<file path="src/rtl/lcd_fb_arbiter.sv">
// Single-port 1bpp frame-buffer arbiter: LCD scanout prefetch FIFO has priority,
// a writer port takes the remaining memory cycles.
module lcd_fb_arbiter #(
    parameter int FB_WORDS   = 48000,
    parameter int AW         = 16,
    parameter int MEM_LAT    = 2,
    parameter int FIFO_DEPTH = 4,
    parameter int LOW_WATER  = 2
) (
    input  logic          PixelClk,
    input  logic          nRST,
    input  logic          frame_start,
    input  logic          pix_rd,
    output logic          pix_out,
    output logic          fifo_ready,
    output logic          underrun,
    input  logic          wr_req,
    input  logic [AW-1:0] wr_addr,
    input  logic [7:0]    wr_data,
    output logic          wr_ack,
    output logic          mem_ce,
    output logic          mem_we,
    output logic [AW-1:0] mem_addr,
    output logic [7:0]    mem_wdata,
    input  logic [7:0]    mem_rdata
);

    localparam int PW = $clog2(FIFO_DEPTH);
    localparam int CW = PW + 1;
    localparam int DW = $clog2(MEM_LAT + FIFO_DEPTH + 2);
    localparam logic [CW:0]   LW_C      = (CW+1)'(LOW_WATER);
    localparam logic [CW:0]   DEPTH_C   = (CW+1)'(FIFO_DEPTH);
    localparam logic [CW-1:0] FULL_C    = CW'(FIFO_DEPTH);
    localparam logic [AW-1:0] LAST_ADDR = AW'(FB_WORDS - 1);

    typedef enum logic [1:0] {GNT_IDLE, GNT_READ, GNT_WRITE, GNT_DROP} gnt_t;

    logic [7:0]         r_fifo [FIFO_DEPTH];
    logic [PW-1:0]      r_wptr, r_rptr;
    logic [CW-1:0]      r_count, r_inflight;
    logic [DW-1:0]      r_discard;
    logic [2:0]         r_bit_idx;
    logic [AW-1:0]      r_fetch_addr;
    logic [MEM_LAT:0]   r_rd_pipe;
    logic               r_fifo_ready, r_underrun;
    logic               r_mem_ce, r_mem_we, r_wr_ack;
    logic [AW-1:0]      r_mem_addr;
    logic [7:0]         r_mem_wdata;

    gnt_t               w_gnt;
    logic [CW:0]        w_credit;
    logic               w_ret, w_push, w_pop, w_empty;
    logic [7:0]         w_head;

    always_comb begin
        w_credit = {1'b0, r_count} + {1'b0, r_inflight};
        w_gnt    = GNT_IDLE;
        // Nothing is granted in the frame_start cycle; fetch restarts from 0 next cycle.
        if (!frame_start) begin
            if (w_credit < LW_C)
                w_gnt = GNT_READ;
            else if (wr_req && !r_wr_ack)
                w_gnt = (wr_addr > LAST_ADDR) ? GNT_DROP : GNT_WRITE;
            else if (w_credit < DEPTH_C)
                w_gnt = GNT_READ;
        end
    end

    always_comb begin
        w_ret   = r_rd_pipe[MEM_LAT];
        w_empty = (r_count == '0);
        w_head  = r_fifo[r_rptr];
        w_push  = w_ret && (r_discard == '0) && !frame_start;
        w_pop   = !frame_start && pix_rd && !w_empty && (r_bit_idx == 3'd7);
        pix_out = w_empty ? 1'b0 : w_head[3'd7 - r_bit_idx];
    end

    always_ff @(posedge PixelClk or negedge nRST) begin
        if (!nRST) begin
            for (int unsigned i = 0; i < FIFO_DEPTH; i++) r_fifo[i] <= '0;
            r_wptr       <= '0;
            r_rptr       <= '0;
            r_count      <= '0;
            r_inflight   <= '0;
            r_discard    <= '0;
            r_bit_idx    <= '0;
            r_fetch_addr <= '0;
            r_rd_pipe    <= '0;
            r_fifo_ready <= 1'b0;
            r_underrun   <= 1'b0;
            r_mem_ce     <= 1'b0;
            r_mem_we     <= 1'b0;
            r_wr_ack     <= 1'b0;
            r_mem_addr   <= '0;
            r_mem_wdata  <= '0;
        end else begin
            r_mem_ce  <= (w_gnt == GNT_READ) || (w_gnt == GNT_WRITE);
            r_mem_we  <= (w_gnt == GNT_WRITE);
            r_wr_ack  <= (w_gnt == GNT_WRITE) || (w_gnt == GNT_DROP);
            r_rd_pipe <= {r_rd_pipe[MEM_LAT-1:0], w_gnt == GNT_READ};
            if (w_gnt == GNT_READ)
                r_mem_addr <= r_fetch_addr;
            if (w_gnt == GNT_WRITE) begin
                r_mem_addr  <= wr_addr;
                r_mem_wdata <= wr_data;
            end

            if (frame_start) begin
                // Every read still outstanding (inflight or already discarding) is dropped on return.
                r_inflight   <= '0;
                r_discard    <= r_discard + DW'(r_inflight) - DW'(w_ret);
                r_fetch_addr <= '0;
                r_wptr       <= '0;
                r_rptr       <= '0;
                r_count      <= '0;
                r_bit_idx    <= '0;
                r_fifo_ready <= 1'b0;
                r_underrun   <= 1'b0;
            end else begin
                if (w_ret && (r_discard != '0))
                    r_discard <= r_discard - DW'(1);
                r_inflight <= r_inflight + CW'(w_gnt == GNT_READ) - CW'(w_ret && (r_discard == '0));
                if (w_gnt == GNT_READ)
                    r_fetch_addr <= (r_fetch_addr == LAST_ADDR) ? '0 : r_fetch_addr + AW'(1);

                if (w_push) begin
                    r_fifo[r_wptr] <= mem_rdata;
                    r_wptr         <= r_wptr + PW'(1);
                end
                if (w_pop)
                    r_rptr <= r_rptr + PW'(1);
                r_count <= r_count + CW'(w_push) - CW'(w_pop);

                if (pix_rd) begin
                    if (w_empty)
                        r_underrun <= 1'b1;
                    else
                        r_bit_idx <= r_bit_idx + 3'd1;
                end
                if (r_count == FULL_C)
                    r_fifo_ready <= 1'b1;
            end
        end
    end

    assign fifo_ready = r_fifo_ready;
    assign underrun   = r_underrun;
    assign wr_ack     = r_wr_ack;
    assign mem_ce     = r_mem_ce;
    assign mem_we     = r_mem_we;
    assign mem_addr   = r_mem_addr;
    assign mem_wdata  = r_mem_wdata;

endmodule

</file>
<file path="config.mk">
export PLATFORM = sky130hd
export DESIGN_NAME = lcd_fb_arbiter
export DESIGN_NICKNAME = d
export VERILOG_FILES = /design/src/rtl/lcd_fb_arbiter.sv
export SDC_FILE = /design/constraint.sdc
export NUM_CORES = 1
export LEC_CHECK = 0
export CORE_ASPECT_RATIO = 1.4
export CORE_MARGIN = 4
export CORE_UTILIZATION = 40
export DETAILED_ROUTE_END_ITERATION = 6
export GPL_TIMING_DRIVEN = 0
export PLACE_DENSITY_LB_ADDON = 0.15
export SYNTH_ARGS = -nofsm -noshare
export SYNTH_HDL_FRONTEND = slang
export SYNTH_SLANG_ARGS = --single-unit
</file>
<file path="constraint.sdc">
create_clock -name PixelClk -period 9.3 [get_ports PixelClk]
set_input_delay 1.395 -clock PixelClk [delete_from_list [all_inputs] [get_ports PixelClk]]
set_output_delay 1.395 -clock PixelClk [all_outputs]
set_load 0.01 [all_outputs]
</file>
Yosys cells after proc, flatten, opt, wreduce, memory -nomap -nowiden:

Index checks and enable logic that the tools add are counted.

* add/subtract/negate cells: 13
* magnitude comparators: 7
* equality and inequality tests: 7
* multiplexer cells: 35
* bitwise logic cells: 3
* reductions and logical operators: 27

Operators by type and width (number)
* two-way mux 16 bit: 5
* bitwise mux 32 bit: 1
* two-way mux 8 bit: 3
* two-way mux 3 bit: 7
* adder 16 x 1 -> 16 bit (second input constant): 1
* binary-select mux 8 bit (select 2 bit): 1
* demux 8 bit (select 2 bit): 1
* equality test 16 bit (second input constant): 1
* > comparator 16 bit (second input constant): 1
* nonzero test 2 bit: 8
* two-way mux 2 bit: 7
* two-way mux 1 bit: 9
* subtractor 3 x 1 -> 3 bit: 3
* logical AND 1 bit: 8
* adder 3 x 1 -> 3 bit: 2
* equality test 3 bit (second input constant): 2
* greater-or-equal comparator 3 bit (second input constant): 2
* logical NOT 3 bit: 2
* inverter 2 -> 3 bit: 2
* AND reduction 2 bit: 3
* adder 2 x 1 -> 2 bit (second input constant): 2
* adder 3 x 3 -> 4 bit: 1
* equality test 2 bit (second input constant): 2
* less-than comparator 3 x 4 -> 1 bit (second input constant): 1
* other kinds (14): 17

* register bits after elaboration: 96
* bits of input ports: 37
* output and inout bits: 30
* word-level logic and storage cells: 111

Logic depth before layout (Yosys ltp):

* word-level depth: 10
* depth in mapped cells: 15
* depth with buffers taken out: 15

Worst setup path before layout:

No wires, ideal clock.

* path kind: input port to flip-flop
* start: input frame_start
* end: register r_inflight[2]
* library setup time: 0.132 ns
* data arrival time: 3.423 ns
* data required time: 9.168 ns
* path slack: 5.745 ns
* cell stages on the path: 12
* path buffers: 2
* cell sequence: clkbuf_1 > clkbuf_1 > nor2b_1 > ha_1 > inv_1 > ha_1 > inv_1 > ha_1 > inv_1 > fa_1 > xnor2_1 > nor2_1

* cells in the longest elaborated chain, start to end: 5

Ends and longest elaborated chain
* start, declared: RTL line 12 `input logic frame_start,`
* two-way mux 2 bit: RTL line 59 `if (!frame_start) begin`
* equality test 2 x 1 -> 1 bit: RTL line 122 `r_inflight <= r_inflight + CW'(w_gnt == GNT_READ) - CW'(w_ret && (r_discard == '0));`
* adder 3 x 1 -> 3 bit: RTL line 122
* subtractor 3 x 1 -> 3 bit: RTL line 122
* two-way mux 3 bit *: RTL line 108 `if (frame_start) begin`
* end signal, assigned: RTL line 122
* end, declared: RTL line 40 `logic [CW-1:0] r_count, r_inflight;`

Every way passes the cells marked *; elsewhere a longest branch is shown, timed or not.
A chain may end at the register's enable or synchronous reset.

Final worst setup path:

Same ends and word-level chain as after synthesis.

==> impl_metrics.env <==
export IMPL_path_max_fanout=10
export IMPL_vias=3263
export IMPL_first_iter_violations=90
export IMPL_crit_type="in -> reg"
export IMPL_hold_slack_ps=350
export IMPL_tightestPinTransition_ps=582
export IMPL_ir_worst_vdd_v=0.0000871
export IMPL_mostFrequentLayoutCell="dfrtp_1"
export IMPL_layout_min_cycle_time_ps=4450
export IMPL_reg2regPathDepth=15
export IMPL_syn_nets=464
export IMPL_p_leak_nw=2.63
export IMPL_diodes=0
export IMPL_synth_distinct_cells=43
export IMPL_grt_max_degree=55
export IMPL_fin_cells=629
export IMPL_grt_pass1_vias=3439
export IMPL_dpl_hpwl_um=8200
export IMPL_antenna_found_initial=0
export IMPL_syn_cell_area_um2=4750
export IMPL_ys_warn_count=0
export IMPL_wl_per_cell_um=17.0
export IMPL_critPathBufInv=6
export IMPL_period_share_pct=47.8
export IMPL_clkSinkCount=96
export IMPL_nets=542
export IMPL_start_util_pct=41.5
export IMPL_drt_wl_total_um=10700
export IMPL_port_buffers=66
export IMPL_status="completed"
export IMPL_ctsResizeCount=0
export IMPL_firstDrtPassIters=4
export IMPL_cp_end_kind="register"
export IMPL_path_cells="clkdlybuf4s50_1 -> clkbuf_1 -> clkbuf_1 -> nor2b_1 -> ha_1 -> inv_1 -> ha_1 -> inv_1 -> ha_1 -> inv_1 -> fa_1 -> xnor2_1 -> nor2_1"
export IMPL_tritoncts="yes"
export IMPL_rsz0062_at_grt="no"
export IMPL_p_per_area_nw_per_um2=223
export IMPL_fin_util_pct=51.8
export IMPL_drive_above_1_share_pct=16.5
export IMPL_cpPeakStageDelay_ps=610
export IMPL_setup_tns_ps=0
export IMPL_synthCells=402
export IMPL_synthFlopType="dfrtp_1"
export IMPL_cts_setup_buffers=0
export IMPL_synth_edf_count=0
export IMPL_drv_slew=0
export IMPL_cap_violations=0
export IMPL_io_pins=67
export IMPL_core_area_um2=11500
export IMPL_crit_path_start_kind="input port"
export IMPL_grt_pass1_wl_um=17500
export IMPL_clk_latency_ps=340
export IMPL_critical_path_top_delay_family="buffers and inverters"
export IMPL_dp_cells=613
export IMPL_die_w_um=100
export IMPL_cts_root_buf="clkbuf_16"
export IMPL_power_mw=1.32
export IMPL_timing_rr_end="r_inflight[2]$_DFF_PN0_"
export IMPL_grt_ovfl_total=0
export IMPL_timing_fmax_mhz=225
export IMPL_slew_headroom_pct=61.2
export IMPL_area_delta_synth_final_pct=24.9
export IMPL_dieHeight_um=137
export IMPL_critPathArrivalTime_ps=4660
export IMPL_row_count=46
export IMPL_via_per_inst=5.19
export IMPL_hold_buffers=0
export IMPL_avgSynthCellArea_um2=11.8
export IMPL_hold_depth=0
export IMPL_worstHoldEndpoint="r_rd_pipe[1]$_DFF_PN0_"
export IMPL_drtAntennaViolNets=0
export IMPL_fin_skew_ps=4.99
export IMPL_finalHoldViolCount=0
export IMPL_layout_common_cells="dfrtp_1 (96), clkdlybuf4s50_1 (65), mux2_2 (42), nor2_1 (32), nand2_1 (31)"
export IMPL_cp_required_ps=9510
export IMPL_async_flop_share_pct=100
export IMPL_ys_ff_latch=96
export IMPL_hold_path_startpoint="r_rd_pipe[0]$_DFF_PN0_"
export IMPL_hold_class="reg -> reg"
export IMPL_seq_area_frac_synth_pct=50.5
export IMPL_reg2reg_slack_ps=5790
export IMPL_track_usage_pct=16.5
export IMPL_critical_path_depth=13
export IMPL_drc_errors=0
export IMPL_dieArea_um2=13700
export IMPL_cts_htree_levels=3
export IMPL_reg2reg_from="r_count[1]$_DFF_PN0_"
export IMPL_clk_pin_slew_ps=60
export IMPL_setup_violations=0
export IMPL_finalWeightedCongestion=0.839
export IMPL_setup_worst_path_start="frame_start"
export IMPL_max_clock_path_buffers=2
export IMPL_crit_path_top_delay_cell="clkdlybuf4s50_1"
export IMPL_cts_inserted_buffers=9
[Yosys cell counts, types with 5 or more instances]
cell,number,share of area (%)
dfrtp_1,96,51
mux2_2,42,9.9
nor2_1,32,2.5
nand2_1,31,2.4
mux2i_1,22,4.6
ha_1,21,5.5
o21ai_0,21,2.2
inv_1,20,1.6
xor2_1,12,2.2
xnor2_1,10,1.8
a21oi_1,9,0.95
nand3_1,9,0.95
clkbuf_1,7,0.55
nand3b_1,5,0.79
[layout make-up]
class / count / area, µm²
Fill cell: 1010 / 5520
Inverter: 20 / 75.1
Multi-Input combinational cell: 273 / 2210
Clock buffer: 12 / 267
Clock inverter: 4 / 51.3
Tap cell: 144 / 180
Timing Repair Buffer: 67 / 686
Buffer: 13 / 68.8
Sequential cell: 96 / 2400
[flip-flops by register name, summed over array words and instances, names as in the netlist]
register and cells:
r_fifo 32, mem_addr 16, r_fetch_addr 16, mem_wdata 8, r_bit_idx 3, r_count 3, r_discard 3, r_inflight 3
r_rd_pipe 3, r_rptr 2, r_wptr 2, fifo_ready 1, mem_ce 1, mem_we 1, underrun 1, wr_ack 1
[layer usage]
metal,wire (µm),GRT usage [%]
met3,348,2.80
met2,5780,29.4
met1,4320,19.4
met4,262,6.67
met5,0,0
[worst max path at each step]
stage / end / slack [ps]
after floorplan: r_inflight[2]$_DFF_PN0_ / 5750
after global placement: mem_addr[0]$_DFFE_PN0P_ / 3130
after detailed placement: r_inflight[2]$_DFF_PN0_ / 4450
after CTS: r_inflight[2]$_DFF_PN0_ / 4810
after global routing: r_inflight[2]$_DFF_PN0_ / 4650
final: r_inflight[2]$_DFF_PN0_ / 4850
[kinds of logic after synthesis]
family	Yosys count	synth area share, %
multiplexers	71	18.2
AO/OA/AOI/OAI	44	5.58
adder cells (fa/ha/maj)	25	7.21
XOR/XNOR	22	4.05
buffers and inverters	33	3.03
AND/OR/NAND/NOR	111	11.4
flip-flops	96	50.5
[worst register-to-register path, cell delays in order (launching register included)]
cell and delay (ps):
dfrtp_1 440, inv_1 120, fa_1 440, nand3b_1 160, a21oi_1 200, o2bb2ai_1 160, nor2b_1 210, ha_1 350
inv_1 180, ha_1 300, inv_1 50, ha_1 120, inv_1 40, fa_1 370, xnor2_1 160, nor2_1 50
[report_power, final]
part / total, mW / internal (mW) / switching [mW]
Clock: 0.386 / 0.230 / 0.155
Combinational: 0.393 / 0.209 / 0.184
Sequential: 0.544 / 0.498 / 0.0462
Total: 1.32 / 0.937 / 0.386
[per-stage QoR]
step                      instance area (µm²)  worst slack (ps)
after CTS                                5940              4810
after global routing                     5940              4650
final                                    5940              4850
after detailed placement                 5620              4450
after global placement                   5590              3130
after floorplan                          4750              5750
No activity file was read; power rests on OpenSTA's default activity.
